<file path="config.mk">
export PLATFORM = sky130hd
export DESIGN_NAME = crp16_alu_result_stage
export DESIGN_NICKNAME = d
export VERILOG_FILES = /design/src/rtl/crp16_alu_result_stage.sv
export SDC_FILE = /design/constraint.sdc
export NUM_CORES = 1
export LEC_CHECK = 0
export ABC_AREA = 1
export CAP_MARGIN = 40
export CORE_MARGIN = 2
export CORE_UTILIZATION = 60
export DETAILED_ROUTE_END_ITERATION = 8
export DONT_BUFFER_PORTS = 1
export PLACE_DENSITY = 0.72
export SYNTH_ARGS = -nofsm -noshare
export SYNTH_HDL_FRONTEND = slang
export SYNTH_SLANG_ARGS = --single-unit
</file>
<file path="constraint.sdc">
create_clock -name clock -period 1.6 [get_ports clock]
set_clock_uncertainty 0.15 [all_clocks]
set_input_delay 0.16 -clock clock [delete_from_list [all_inputs] [get_ports clock]]
set_output_delay 0.16 -clock clock [all_outputs]
set_load 0.01 [all_outputs]
</file>
<file path="src/rtl/crp16_alu_result_stage.sv">
// crp16_alu_result_stage
// Register stage behind the CRP16 ALU. Results and their destination tags go
// into a 2-entry skid buffer with valid/ready on both sides. The buffer head
// drives the register-file writeback port directly from registers. The stage
// also holds the V/C/N/Z flag register and evaluates branch conditions on it.

module crp16_alu_result_stage #(
    parameter int DATA_W = 16,
    parameter int TAG_W  = 3
) (
    input  logic              clock,
    input  logic              resetn,
    input  logic              in_valid,
    output logic              in_ready,
    input  logic [DATA_W-1:0] alu_out,
    input  logic              v,
    input  logic              c,
    input  logic              n,
    input  logic              z,
    input  logic              flag_we,
    input  logic [TAG_W-1:0]  in_dest,
    input  logic              wb_en,
    input  logic              flush,
    output logic              out_valid,
    input  logic              out_ready,
    output logic [DATA_W-1:0] out_data,
    output logic [TAG_W-1:0]  out_dest,
    output logic              out_wb_en,
    output logic [3:0]        flags_q,
    input  logic [2:0]        cond,
    output logic              cond_true
);

    // Each buffered entry is packed as {data, dest, wb_en}
    localparam int ENTRY_W = DATA_W + TAG_W + 1;

    // Buffer occupancy: empty, one entry (head only), or full (head + tail)
    typedef enum logic [1:0] {
        OCC_EMPTY = 2'd0,
        OCC_ONE   = 2'd1,
        OCC_FULL  = 2'd2
    } occ_t;

    occ_t               state_reg;
    occ_t               state_next;
    logic [ENTRY_W-1:0] head_reg;
    logic [ENTRY_W-1:0] head_next;
    logic [ENTRY_W-1:0] tail_reg;
    logic [ENTRY_W-1:0] tail_next;
    logic [3:0]         flags_reg;
    logic [ENTRY_W-1:0] in_entry;
    logic               push;
    logic               pop;
    logic               flag_commit;

    // Handshake signals come only from registered occupancy, so there is no
    // combinational path from in_valid/out_ready to either ready or valid.
    assign in_ready  = (state_reg != OCC_FULL);
    assign out_valid = (state_reg != OCC_EMPTY);
    assign push      = in_valid & in_ready;
    assign pop       = out_valid & out_ready;
    assign in_entry  = {alu_out, in_dest, wb_en};

    assign out_data  = head_reg[ENTRY_W-1 -: DATA_W];
    assign out_dest  = head_reg[TAG_W:1];
    assign out_wb_en = head_reg[0];
    assign flags_q   = flags_reg;

    // A flag write commits when the result is accepted. A flush empties the
    // buffer in the same edge, so any offered flag write is taken then even
    // if the buffer was full; the result itself is discarded.
    assign flag_commit = in_valid & flag_we & (in_ready | flush);

    // Occupancy state and entry registers
    always_ff @(posedge clock or negedge resetn) begin
        if (!resetn) begin
            state_reg <= OCC_EMPTY;
            head_reg  <= '0;
            tail_reg  <= '0;
        end else begin
            state_reg <= state_next;
            head_reg  <= head_next;
            tail_reg  <= tail_next;
        end
    end

    // Next occupancy and entry movement; flush overrides and freezes entries
    always_comb begin
        state_next = state_reg;
        head_next  = head_reg;
        tail_next  = tail_reg;
        case (state_reg)
            OCC_EMPTY: begin
                if (push) begin
                    head_next  = in_entry;
                    state_next = OCC_ONE;
                end
            end
            OCC_ONE: begin
                if (push && pop) begin
                    // Old head leaves, new result takes its place
                    head_next = in_entry;
                end else if (push) begin
                    tail_next  = in_entry;
                    state_next = OCC_FULL;
                end else if (pop) begin
                    // Head register keeps its value while the buffer is empty
                    state_next = OCC_EMPTY;
                end
            end
            OCC_FULL: begin
                if (pop) begin
                    head_next  = tail_reg;
                    state_next = OCC_ONE;
                end
            end
            default: begin
                state_next = OCC_EMPTY;
            end
        endcase
        if (flush) begin
            state_next = OCC_EMPTY;
            head_next  = head_reg;
            tail_next  = tail_reg;
        end
    end

    // Flag register {V,C,N,Z}, updated in issue order and unaffected by pops
    always_ff @(posedge clock or negedge resetn) begin
        if (!resetn) begin
            flags_reg <= 4'b0000;
        end else if (flag_commit) begin
            flags_reg <= {v, c, n, z};
        end
    end

    // Branch condition decode on the registered flags
    always_comb begin
        cond_true = 1'b0;
        case (cond)
            3'b000:  cond_true = 1'b1;                            // always
            3'b001:  cond_true = flags_reg[0];                    // EQ
            3'b010:  cond_true = ~flags_reg[0];                   // NE
            3'b011:  cond_true = flags_reg[1] ^ flags_reg[3];     // LT
            3'b100:  cond_true = ~(flags_reg[1] ^ flags_reg[3]);  // GE
            3'b101:  cond_true = ~flags_reg[2];                   // LTU (borrow)
            3'b110:  cond_true = flags_reg[2];                    // GEU
            default: cond_true = 1'b0;                            // never
        endcase
    end

endmodule

</file>
; Word-level counts from Yosys, hierarchy flattened
; Index checks and enable logic that the tools add are counted.
[op_classes]
eq_ne = 16
mux = 12
bitwise_logic = 11
n_reduce_logical = 8
[op_table]
columns = cell, count
row1 = $mux W20, 3
row2 = $pmux W20 S3, 1
row3 = $mux W2, 6
row4 = $eq A3 B3 Y1 const B, 3
row5 = $ne A3 B3 Y1 const B, 3
row6 = $ne A2 B2 Y1 const B, 4
row7 = $reduce_and A4 Y1, 2
row8 = $pmux W1 S7, 1
row9 = $eq A3 B2 Y1 const B, 2
row10 = $pmux W2 S3, 1
row11 = $not A1 Y1, 5
row12 = $reduce_and A5 Y1, 1
row13 = $and A1 B1 Y1, 4
row14 = $ne A4 B4 Y1 const B, 1
row15 = $eq A3 B1 Y1 const B, 1
row16 = $logic_not A3 Y1, 1
row17 = $reduce_bool A3 Y1, 1
row18 = $eq A2 B1 Y1 const B, 1
row19 = $eq A2 B2 Y1 const B, 1
row20 = $logic_not A2 Y1, 1
row21 = $reduce_bool A2 Y1, 1
row22 = $logic_and A1 B1 Y1, 1
row23 = $or A1 B1 Y1, 1
row24 = $xor A1 B1 Y1, 1
[word_totals]
regBits = 46
in_bits = 33
output_inout_bits = 27
word_cells = 51

; Depth between registers and ports, before layout
; Gate-level depths: netlist of run 1.
[logic_depth]
ltp_word = 7
mapped_depth = 9
mapped_depth_nobuf = 7

; Least setup slack after synthesis of run 1
; Ideal clock, no wire load.
[synth_timing]
path_kind = register to register
from = reg state_reg[1]
to = reg head_reg[0]
setup_ns = 0.117
arrival_time_ns = 1.097
required_ns = 1.333
path_slack_ns = 0.236
stages_incl_launch_ff = 9
n_path_buf = 2
synth_period_minus_slack_ns = 1.364
cell_sequence = dfrtp_1 -> buf_2 -> inv_1 -> nand2_1 -> nor2_1 -> nor2_2 -> buf_2 -> nand3_1 -> nand2_1
[synth_via]
elab_chain_len = 5
elab_cells_between_ends = 14
cone_classes = eq/ne: 6 / mux: 1 / bitwise: 2 / reduce/logical: 5
[synth_lines]
columns = item, line_no
row1 = from (decl), 44  ; occ_t state_reg;
row2 = from (signal assigned), 81  ; state_reg <= state_next;
row3 = $reduce_bool A2 Y1 *, 59  ; assign out_valid = (state_reg != OCC_EMPTY);
row4 = named net out_valid, 24  ; output logic out_valid,
row5 = $and A1 B1 Y1 *, 61  ; assign pop = out_valid & out_ready;
row6 = $logic_and A1 B1 Y1, 100  ; if (push && pop) begin
row7 = $ne A2 B2 Y1 (no source line), n/a
row8 = $reduce_and A5 Y1 (no source line) *, n/a
row9 = to (signal assigned), 82  ; head_reg <= head_next;
row10 = to (decl), 46  ; logic [ENTRY_W-1:0] head_reg;
; The timed path passes the listed nets; every way through them passes the cells marked *.
; A chain may end at the register's enable or synchronous reset.

; Final worst setup path of run 1
[layout_timing]
from = reg state_reg[0]
to = out in_ready
[layout_via]
elab_chain_len = 1
[layout_lines]
columns = item, line_no
row1 = $ne A2 B2 Y1, 58  ; assign in_ready = (state_reg != OCC_FULL);
row2 = to (decl), 14  ; output logic in_ready,
; Every way passes these cells.

==> flow_summary.yaml, run 1 <==
routing:
  drtAntennaViolNets: 0
  remaining_drc_errors: 0
  routed_wirelength_mm: 5.048
  routedWlPerCell_um: 13.39
  avgViaCountPerCell: 5.175
  drtIter0Drc: 139
  vias: 1951
  first_pass_iters: 4
timing:
  drv_slew: 0
  timing_hold_violations_final: 1
  min_period_over_period_pct: 93.89
  setup_slack_ns: 0.09783
  grt_setup_unrepaired: "false"
  worst_slew_margin_pct: 83.45
  report.final.setup_viol: 0
  setup-tns-final_ns: 0
  fmaxAchievable_mhz: 665.7
  worst_pin_slew_ns: 0.2476
  period_minus_ws_final_ns: 1.502
  fin_worst_hold_slack_ns: -0.001072
global_route:
  grt_pass1_vias: 1801
  largest_net_degree_at_the_start_of_global_routing: 47
  groute.usage.overall_pct: 25.57
  gr-total-overflow: 0
  grt_antenna_before_repair: 0
  global_route_wire_length_before_repair_mm: 8.355
worst_hold_path:
  min_to: "head_reg[6]"
  hold_path_startpoint: "alu_out[2]"
  hold_path.class: "in -> reg"
  holdPathStages: 4
die:
  ioPinCount: 60
  floorplan.core_area_sq_um: 3633
  starting_density_of_the_core_pct: 61.81
  die_y_um: 65.18
  placement_rows: 22
  fp.dieArea_sq_um: 4248
  die-width_um: 65.18
synthesis:
  number_of_instances_in_the_synthesized_netlist: 299
  synth-seq-cells: 46
  post_syn_nets: 332
  syn-mean-instance-area_sq_um: 7.511
  yosys_warnings: 0
  syn-cell-area_sq_um: 2246
  post_synth_num_cell_types: 17
  seq_area_frac_synth_pct: 51.25
clock_network:
  clk_latency_ns: 0.29
  cts_setup_buffers: 0
  ctsRootBufferMaster: "sky130_fd_sc_hd__clkbuf_8"
  htreeDepth: 2
  buffer_depth_of_the_longest_clock_path: 2
  clk_pin_slew_worst_paths_ns: 0.08
  number_of_buffers_created_by_cts: 5
  cts_tree: "yes"
  numClockSinks: 46
setup_path:
  critical_path.startpoint: "state_reg[0]"
  worst-endpoint-required_ns: 1.29
  flop_to_flop_setup_slack_ns: 0.17
  regToRegStartpoint: "state_reg[1]"
  reg2reg_depth: 6
  timing.setup.critical_path_class: "reg -> out"
  top_fanout_value_on_the_critical_path: 22
  critPathLaunchType: "flip-flop"
  cp_data_arrival_time_ns: 1.19
  crit-reg2reg-capture: "head_reg[18]"
  worst_setup_path_end_kind: "primary output"
placed_design:
  gpl.final_weighted_congestion: 0.8174
  place.detailed.hpwl_mm: 3.258
  detailedPlace.worstSlack_ns: 0.1491
  io_buffer_count: 0
layout:
  insertedDiodeCount: 0
  fillers: 276
  syn_to_final_growth_pct: 21.11
  register_area_sq_um: 1155
  final_common_cell: "sky130_fd_sc_hd__nand2_1"
  final_cell_mix: "sky130_fd_sc_hd__nand2_1, sky130_fd_sc_hd__dfrtp_1, sky130_fd_sc_hd__nand3_1"
  final_layout_size_suffix_gt1_share_pct: 8.207
  multi_input_area_sq_um: 883.3
  number_of_nets_in_the_layout: 363
power:
  power.density_nw_per_um2: 1323
  irDropWorstVdd_mv: 0.8225
  switch_pwr_mw: 1.272
  p_comb_share_pct: 24.7
  share_of_total_power_in_the_clock_network_pct: 19.3
  p_sw_share_pct: 35.35
  p_int_mw: 2.326
  cellLeakagePower_nw: 1.484
  pwr-share-seq_pct: 56.0
outcome:
  violations_in_the_final_reports: "negative hold slack"
  status: "finished, violations left"
run:
  drv_cap: 0
-- cells by family after synthesis --
family | share of synthesized area [%]
AND/OR/NAND/NOR | 32.37
AO/OA/AOI/OAI | 6.574
flip-flops | 51.25
buffers and inverters | 9.414
XOR/XNOR | 0.3900
-- power groups by stage --
stage / clock network, mW / logic (mW) / registers, mW
floorplan: 0 / 0.630 / 1.96
global placement: 0 / 0.761 / 2.02
detailed placement: 0 / 0.790 / 2.04
CTS: 0.710 / 0.884 / 2.01
global route: 0.756 / 1.03 / 2.08
finish: 0.694 / 0.888 / 2.02
-- through the flow --
| step | util, % | instance area [sq um] | total power, mW | instances |
|---|---|---|---|---|
| floorplan | - | 2246 | 2.585 | 299 |
| global placement | 64.02 | 2326 | 2.784 | 342 |
| detailed placement | 64.02 | 2326 | 2.826 | 342 |
| CTS | 74.76 | 2716 | 3.608 | 377 |
| global route | 74.86 | 2720 | 3.865 | 377 |
| finish | 74.86 | 2720 | 3.598 | 377 |
-- layer usage --
metal	vias up	share of wire [%]	global-route usage [%]	routed length, um
li1	993	-	-	-
met1	884	45	36.73	2295
met2	70	46	38.78	2336
met3	4	7.6	7.534	384
met4	0	0.63	5.469	32
met5	-	0	0	0
-- cell usage after synthesis, drive strengths merged --
| library cell | instances | share of area [%] |
|---|---|---|
| o21ai | 28 | 6.2 |
| nand2 | 124 | 21 |
| inv | 31 | 5.2 |
| nor2 | 6 | 1.2 |
| dfrtp | 46 | 51 |
| buf | 11 | 3.2 |
| xnor2 | 1 | 0.39 |
| nand3b | 1 | 0.33 |
| o21bai | 1 | 0.33 |
| clkbuf | 6 | 1.0 |
| nand3 | 43 | 9.8 |
| nand4 | 1 | 0.28 |
-- repair_timing --
item,4_1_cts,5_1_grt
hold endpoints to repair,91,0
hold buffers,29,0
endpoints found under the setup margin,0,20
resized for setup,0,4
-- worst max path at each step --
stage | to | slack [ns] | cells past startpoint
after floorplan | head_reg[0] | 0.24 | 8
after global placement | head_reg[18] | 0.18 | 7
after detailed placement | head_reg[14] | 0.15 | 8
after CTS | cond_true | 0.06 | 4
after global routing | head_reg[18] | 0.004 | 6
final | in_ready | 0.1 | 4
-- critical path, stage by stage (launching register included) --
cell                      delay (ns)
sky130_fd_sc_hd__dfrtp_1        0.42
sky130_fd_sc_hd__inv_2          0.08
sky130_fd_sc_hd__nand2_1        0.08
sky130_fd_sc_hd__buf_12         0.17
sky130_fd_sc_hd__buf_4          0.14
-- final cells by class --
| class | count | share of cell area [%] |
|---|---|---|
| Clock buffer | 6 | 3.036 |
| Inverter | 31 | 4.278 |
| Multi-Input combinational cell | 205 | 32.47 |
| Sequential cell | 46 | 42.46 |
| Tap cell | 48 | 2.208 |
| Timing Repair Buffer | 41 | 15.55 |
Note: power is estimated with default switching activity, not from simulation.
==> run 2: changes to the inputs <==
- CAP_MARGIN: 40 -> 25
- CORE_UTILIZATION: 60 -> 26
- PLACE_DENSITY: 0.72 -> 0.37
- clock period: 1.6 -> 1.3 ns (I/O delays scaled with it)
==> run 2 against run 1 <==
Effect of this change: the run ends with negative hold slack, negative setup slack left; register-to-register slack got worse by 0.35 ns; die area rose by 120%; non-clock buffer count rose by 19; total power rose by 44%; count of clock-buffer cells in the layout rose by 1; cell count rose by 21%; clock power rose by 36%; critical path depth rose by 3; routed wire length rose by 30%; flip-flop and latch count did not move; critical path type is now reg -> reg; largest power group unchanged; highest routed layer unchanged.
==> flow_summary.yaml, run 2 (synthesis results as in run 1) <==
outcome:
  status: "finished, violations left"
  violations_in_the_final_reports: "negative hold slack, negative setup slack"
setup_path:
  cp_data_arrival_time_ns: 1.52
  worst_setup_path_end_kind: "flip-flop"
  worstPathCellList: "nor2_4, nand2_2, inv_2, nand3_4, clkbuf_16, nand2_1, o21ai_1"
  critPathLaunchType: "flip-flop"
  critPathTopFamily: "flip-flops"
  top_fanout_value_on_the_critical_path: 13
  worst-endpoint-required_ns: 1.35
  worst_path_max_delay_cell: "sky130_fd_sc_hd__dfrtp_2"
  critPathBufInv: 2
  timing.setup.critical_path_class: "reg -> reg"
  slowest_delay_ns: 0.47
timing:
  fmaxAchievable_mhz: 676.6
  report.final.setup_viol: 49
  grt_setup_unrepaired: "true"
  worst_slew_margin_pct: 83.33
  worst_pin_slew_ns: 0.2495
  fin_worst_hold_slack_ns: -0.6394
  setup_slack_ns: -0.1780
  drv_slew: 0
  period_minus_ws_final_ns: 1.478
  min_period_over_period_pct: 113.7
  timing_hold_violations_final: 46
  setup-tns-final_ns: -5.476
worst_hold_path:
  hold_path.class: "in -> async"
power:
  cellLeakagePower_nw: 1.710
  power.density_nw_per_um2: 1532
  irDropWorstVdd_mv: 0.5428
global_route:
  grt_antenna_before_repair: 0
  global_route_wire_length_before_repair_mm: 10.72
  gr-total-overflow: 0
  largest_net_degree_at_the_start_of_global_routing: 47
  groute.usage.overall_pct: 14.14
  grt_pass1_vias: 2043
clock_network:
  clk_latency_ns: 0.30
  htreeDepth: 2
  numClockSinks: 46
  clk_pin_slew_worst_paths_ns: 0.09
  ctsRootBufferMaster: "sky130_fd_sc_hd__clkbuf_8"
  number_of_buffers_created_by_cts: 5
  cts_hold_buffers: 28
  buffer_depth_of_the_longest_clock_path: 2
  cts_tree: "yes"
layout:
  final_layout_size_suffix_gt1_share_pct: 32.29
  register_area_sq_um: 1157
  final_common_cell: "sky130_fd_sc_hd__nand2_1"
  number_of_nets_in_the_layout: 382
  syn_to_final_growth_pct: 50.14
  final_cell_mix: "sky130_fd_sc_hd__nand2_1, sky130_fd_sc_hd__dfrtp_1, sky130_fd_sc_hd__nand3_1"
  fillers: 859
  insertedDiodeCount: 0
  multi_input_area_sq_um: 1156
routing:
  routed-wl-met2_mm: 3.058
  vias: 2052
  routedWlPerCell_um: 14.47
  avgViaCountPerCell: 4.510
  first_pass_iters: 6
  remaining_drc_errors: 0
  drtAntennaViolNets: 0
  drtIter0Drc: 78
  met3_wirelength_um: 266
  highest-signal-layer: "met4"
  routed_wirelength_mm: 6.586
  detailed_routing_wirelength_on_met1_mm: 3.197
run:
  drv_cap: 0
die:
  starting_density_of_the_core_pct: 27.06
  ioPinCount: 60
  placement_rows: 33
  die_y_um: 96.94
  die-width_um: 96.94
  fp.dieArea_sq_um: 9397
  floorplan.core_area_sq_um: 8299
placed_design:
  detailedPlace.worstSlack_ns: -0.1620
  io_buffer_count: 0
  gpl.final_weighted_congestion: 0.6970
  place.detailed.hpwl_mm: 4.145
run 2: area by class of cell:
class	instances	area share [%]
clock buffer	7	2.560
clock inverter	1	0.1484
inverter	31	3.599
multi-input combinational	205	34.29
sequential	46	34.32
tap	105	3.896
timing repair buffer	60	21.19
run 2: power by group:
part | internal, mW | switching (mW)
combinational | 0.843 | 0.803
clock | 0.431 | 0.516
sequential | 2.00 | 0.572
total | 3.27 | 1.89
run 2: through the flow:
step / hold WS (ns) / total power [mW] / instance area, sq um / utilization [%] / instances
floorplan: -0.3156 / 3.223 / 2297 / - / 299
CTS: -0.6529 / 4.765 / 2995 / 36.09 / 447
global placement: -0.3143 / 3.566 / 2486 / 29.96 / 406
finish: -0.6394 / 5.164 / 3372 / 40.63 / 455
detailed placement: -0.3144 / 3.580 / 2486 / 29.96 / 406
global route: -0.6697 / 5.588 / 3372 / 40.63 / 455
run 2: what timing repair did:
item,CTS,global route
endpoints found under the setup margin,48,49
resized for setup,32,91
hold endpoints to repair,92,46
buffers inserted,4,5
pin swaps,8,9
gates cloned,1,3
run 2: worst paths after layout:
kind / startpoint / endpoint / slack [ns] / cells after the start
max: state_reg[1] / tail_reg[17] / -0.18 / 7
min reg2reg: tail_reg[4] / tail_reg[4] / 0.34 / 2
min: resetn / head_reg[17] / -0.64 / 0
max in group asynchronous: resetn / flags_q[0] / 1.53 / 0
max reg2reg: state_reg[1] / tail_reg[17] / -0.18 / 7
min in group clock: in_valid / tail_reg[0] / 0.06 / 3
run 2: routing by layer:
metal / GRT usage, % / vias up
met5: 0 / -
met4: 3.250 / 0
met3: 3.613 / 6
met2: 22.49 / 42
met1: 19.39 / 976
li1: - / 1028
==> run 3: changes to the inputs <==
- CAP_MARGIN: 25 -> 20
- CTS_CLUSTER_SIZE: default -> 16
- REMOVE_ABC_BUFFERS: default -> 1
==> run 3 against run 2 <==
Effect of this change: the flow still finishes with violations (negative hold slack, negative setup slack); die area stayed put; critical path type unchanged; via count down 0.68%; clock power is 10% lower; total power is 3.0% lower; fmax fell by 1.9%; sequential share of layout area grew 0.74 points; largest cell class unchanged; setup slack lost 0.029 ns; combinational power down 3%; first-iteration DRC count decreased by 17%; non-clock buffer count increased by 6; largest power group unchanged.
==> flow_summary.yaml, run 3 (synthesis results as in run 1) <==
timing:
  drv_slew: 0
  worst_pin_slew_ns: 0.2124
  timing_hold_violations_final: 46
  fmaxAchievable_mhz: 663.4
  fin_worst_hold_slack_ns: -0.6360
  min_period_over_period_pct: 115.9
  worst_slew_margin_pct: 85.84
  period_minus_ws_final_ns: 1.507
  setup_slack_ns: -0.2073
  report.final.setup_viol: 49
  grt_setup_unrepaired: "true"
  setup-tns-final_ns: -6.440
placed_design:
  gpl.final_weighted_congestion: 0.7029
  io_buffer_count: 0
  place.detailed.hpwl_mm: 3.979
  dp.cells: 408
run:
  drv_cap: 0
setup_path:
  timing.setup.critical_path_class: "reg -> reg"
  top_fanout_value_on_the_critical_path: 3
  critPathLaunchType: "flip-flop"
  regToRegStartpoint: "state_reg[0]"
  worstPathCellList: "buf_4, buf_4, nor2_4, buf_4, nand3b_1, nand4_1, nand2_1"
  cp_common_cell: "sky130_fd_sc_hd__buf_4"
  worst-endpoint-required_ns: 1.34
  critical_path.startpoint: "state_reg[0]"
  flop_to_flop_setup_slack_ns: -0.21
  slowest_delay_ns: 0.41
  cp_data_arrival_time_ns: 1.55
  worst_path_max_delay_cell: "sky130_fd_sc_hd__dfrtp_1"
  worst_setup_path_end_kind: "flip-flop"
  critPathTopFamily: "simple AND/OR/NAND/NOR gates"
  critPathBufInv: 3
routing:
  drtAntennaViolNets: 0
  vias: 2038
  avgViaCountPerCell: 4.430
  routedWlPerCell_um: 14.47
  routed_wirelength_mm: 6.655
  first_pass_iters: 4
  remaining_drc_errors: 0
  drtIter0Drc: 65
die:
  die_y_um: 96.94
  starting_density_of_the_core_pct: 27.06
  die-width_um: 96.94
  ioPinCount: 60
  fp.dieArea_sq_um: 9397
  floorplan.core_area_sq_um: 8299
  placement_rows: 33
clock_network:
  buffer_depth_of_the_longest_clock_path: 2
  clk_pin_slew_worst_paths_ns: 0.09
  cts_tree: "yes"
  ctsRootBufferMaster: "sky130_fd_sc_hd__clkbuf_8"
  numClockSinks: 46
  clk_latency_ns: 0.30
  cts_hold_buffers: 28
  htreeDepth: 2
  number_of_buffers_created_by_cts: 5
layout:
  final_common_cell: "sky130_fd_sc_hd__nand2_1"
  final_layout_size_suffix_gt1_share_pct: 29.30
  syn_to_final_growth_pct: 46.80
  number_of_nets_in_the_layout: 388
  final_cell_mix: "sky130_fd_sc_hd__nand2_1, sky130_fd_sc_hd__dfrtp_1, sky130_fd_sc_hd__nand3_1"
  final_cells: 460
  insertedDiodeCount: 0
worst_hold_path:
  hold_path.class: "in -> async"
outcome:
  violations_in_the_final_reports: "negative hold slack, negative setup slack"
  status: "finished, violations left"
global_route:
  global_route_wire_length_before_repair_mm: 10.69
  groute.usage.overall_pct: 14.13
  largest_net_degree_at_the_start_of_global_routing: 47
  grt_antenna_before_repair: 0
  grt_pass1_vias: 2103
  gr-total-overflow: 0
power:
  irDropWorstVdd_mv: 0.5529
  power.density_nw_per_um2: 1520
  cellLeakagePower_nw: 1.703
## run 3: stage by stage
stage	total power, mW	util (%)	instance area, sq um	setup WS, ns	hold WS [ns]
after floorplan	3.106	-	2151	-1.009	-0.3156
after global placement	3.543	29.55	2452	-0.1708	-0.3138
after detailed placement	3.567	29.55	2452	-0.1751	-0.3137
after CTS	4.671	35.50	2947	-0.1810	-0.6492
after global routing	5.421	39.73	3297	-0.2615	-0.6660
final	5.011	39.73	3297	-0.2073	-0.6360
## run 3: path summary, 6_finish.rpt
path | depth (start not counted) | to
min in group clock | 3 | tail_reg[10]
max reg2reg | 7 | state_reg[0]
max | 7 | state_reg[0]
min | 0 | head_reg[14]
max in group asynchronous | 0 | flags_q[1]
min reg2reg | 2 | tail_reg[12]
## run 3: timing repair
action | 4_1_cts | 5_1_grt
gates resized for setup | 36 | 75
setup endpoints to repair | 48 | 49
gates cloned | 1 | 4
hold endpoints to repair | 92 | 46
pin swaps | 6 | 15
setup buffers | 4 | 8
## run 3: area by class of cell
cell class              instances  area (sq um)
repair buffers                 66         703.2
flip-flops and latches         46          1156
multi-input cells             205          1109
inverters                      31         118.9
fillers                       852          5002
clock buffers                   5         68.82
well taps                     105         131.4
clock inverters                 2         10.01
## run 3: worst reg2reg max path, stage by stage (launching register included)
cell,delay (ns)
sky130_fd_sc_hd__dfrtp_1,0.41
sky130_fd_sc_hd__buf_4,0.14
sky130_fd_sc_hd__buf_4,0.14
sky130_fd_sc_hd__nor2_4,0.08
sky130_fd_sc_hd__buf_4,0.11
sky130_fd_sc_hd__nand3b_1,0.14
sky130_fd_sc_hd__nand4_1,0.16
sky130_fd_sc_hd__nand2_1,0.07
## run 3: layer usage
layer	vias up	routed length (um)	global-route usage, %	share of wire [%]
li1	1048	-	-	-
met1	936	2971	17.05	45
met2	45	3237	24.20	49
met3	9	356	4.335	5.3
met4	0	89	4.225	1.3
met5	-	0	0	0
## run 3: where the power goes
part	internal (mW)	total, mW	switching (mW)
logic	0.810	1.60	0.794
clock network	0.362	0.852	0.490
registers	2.00	2.55	0.557
total	3.17	5.01	1.84
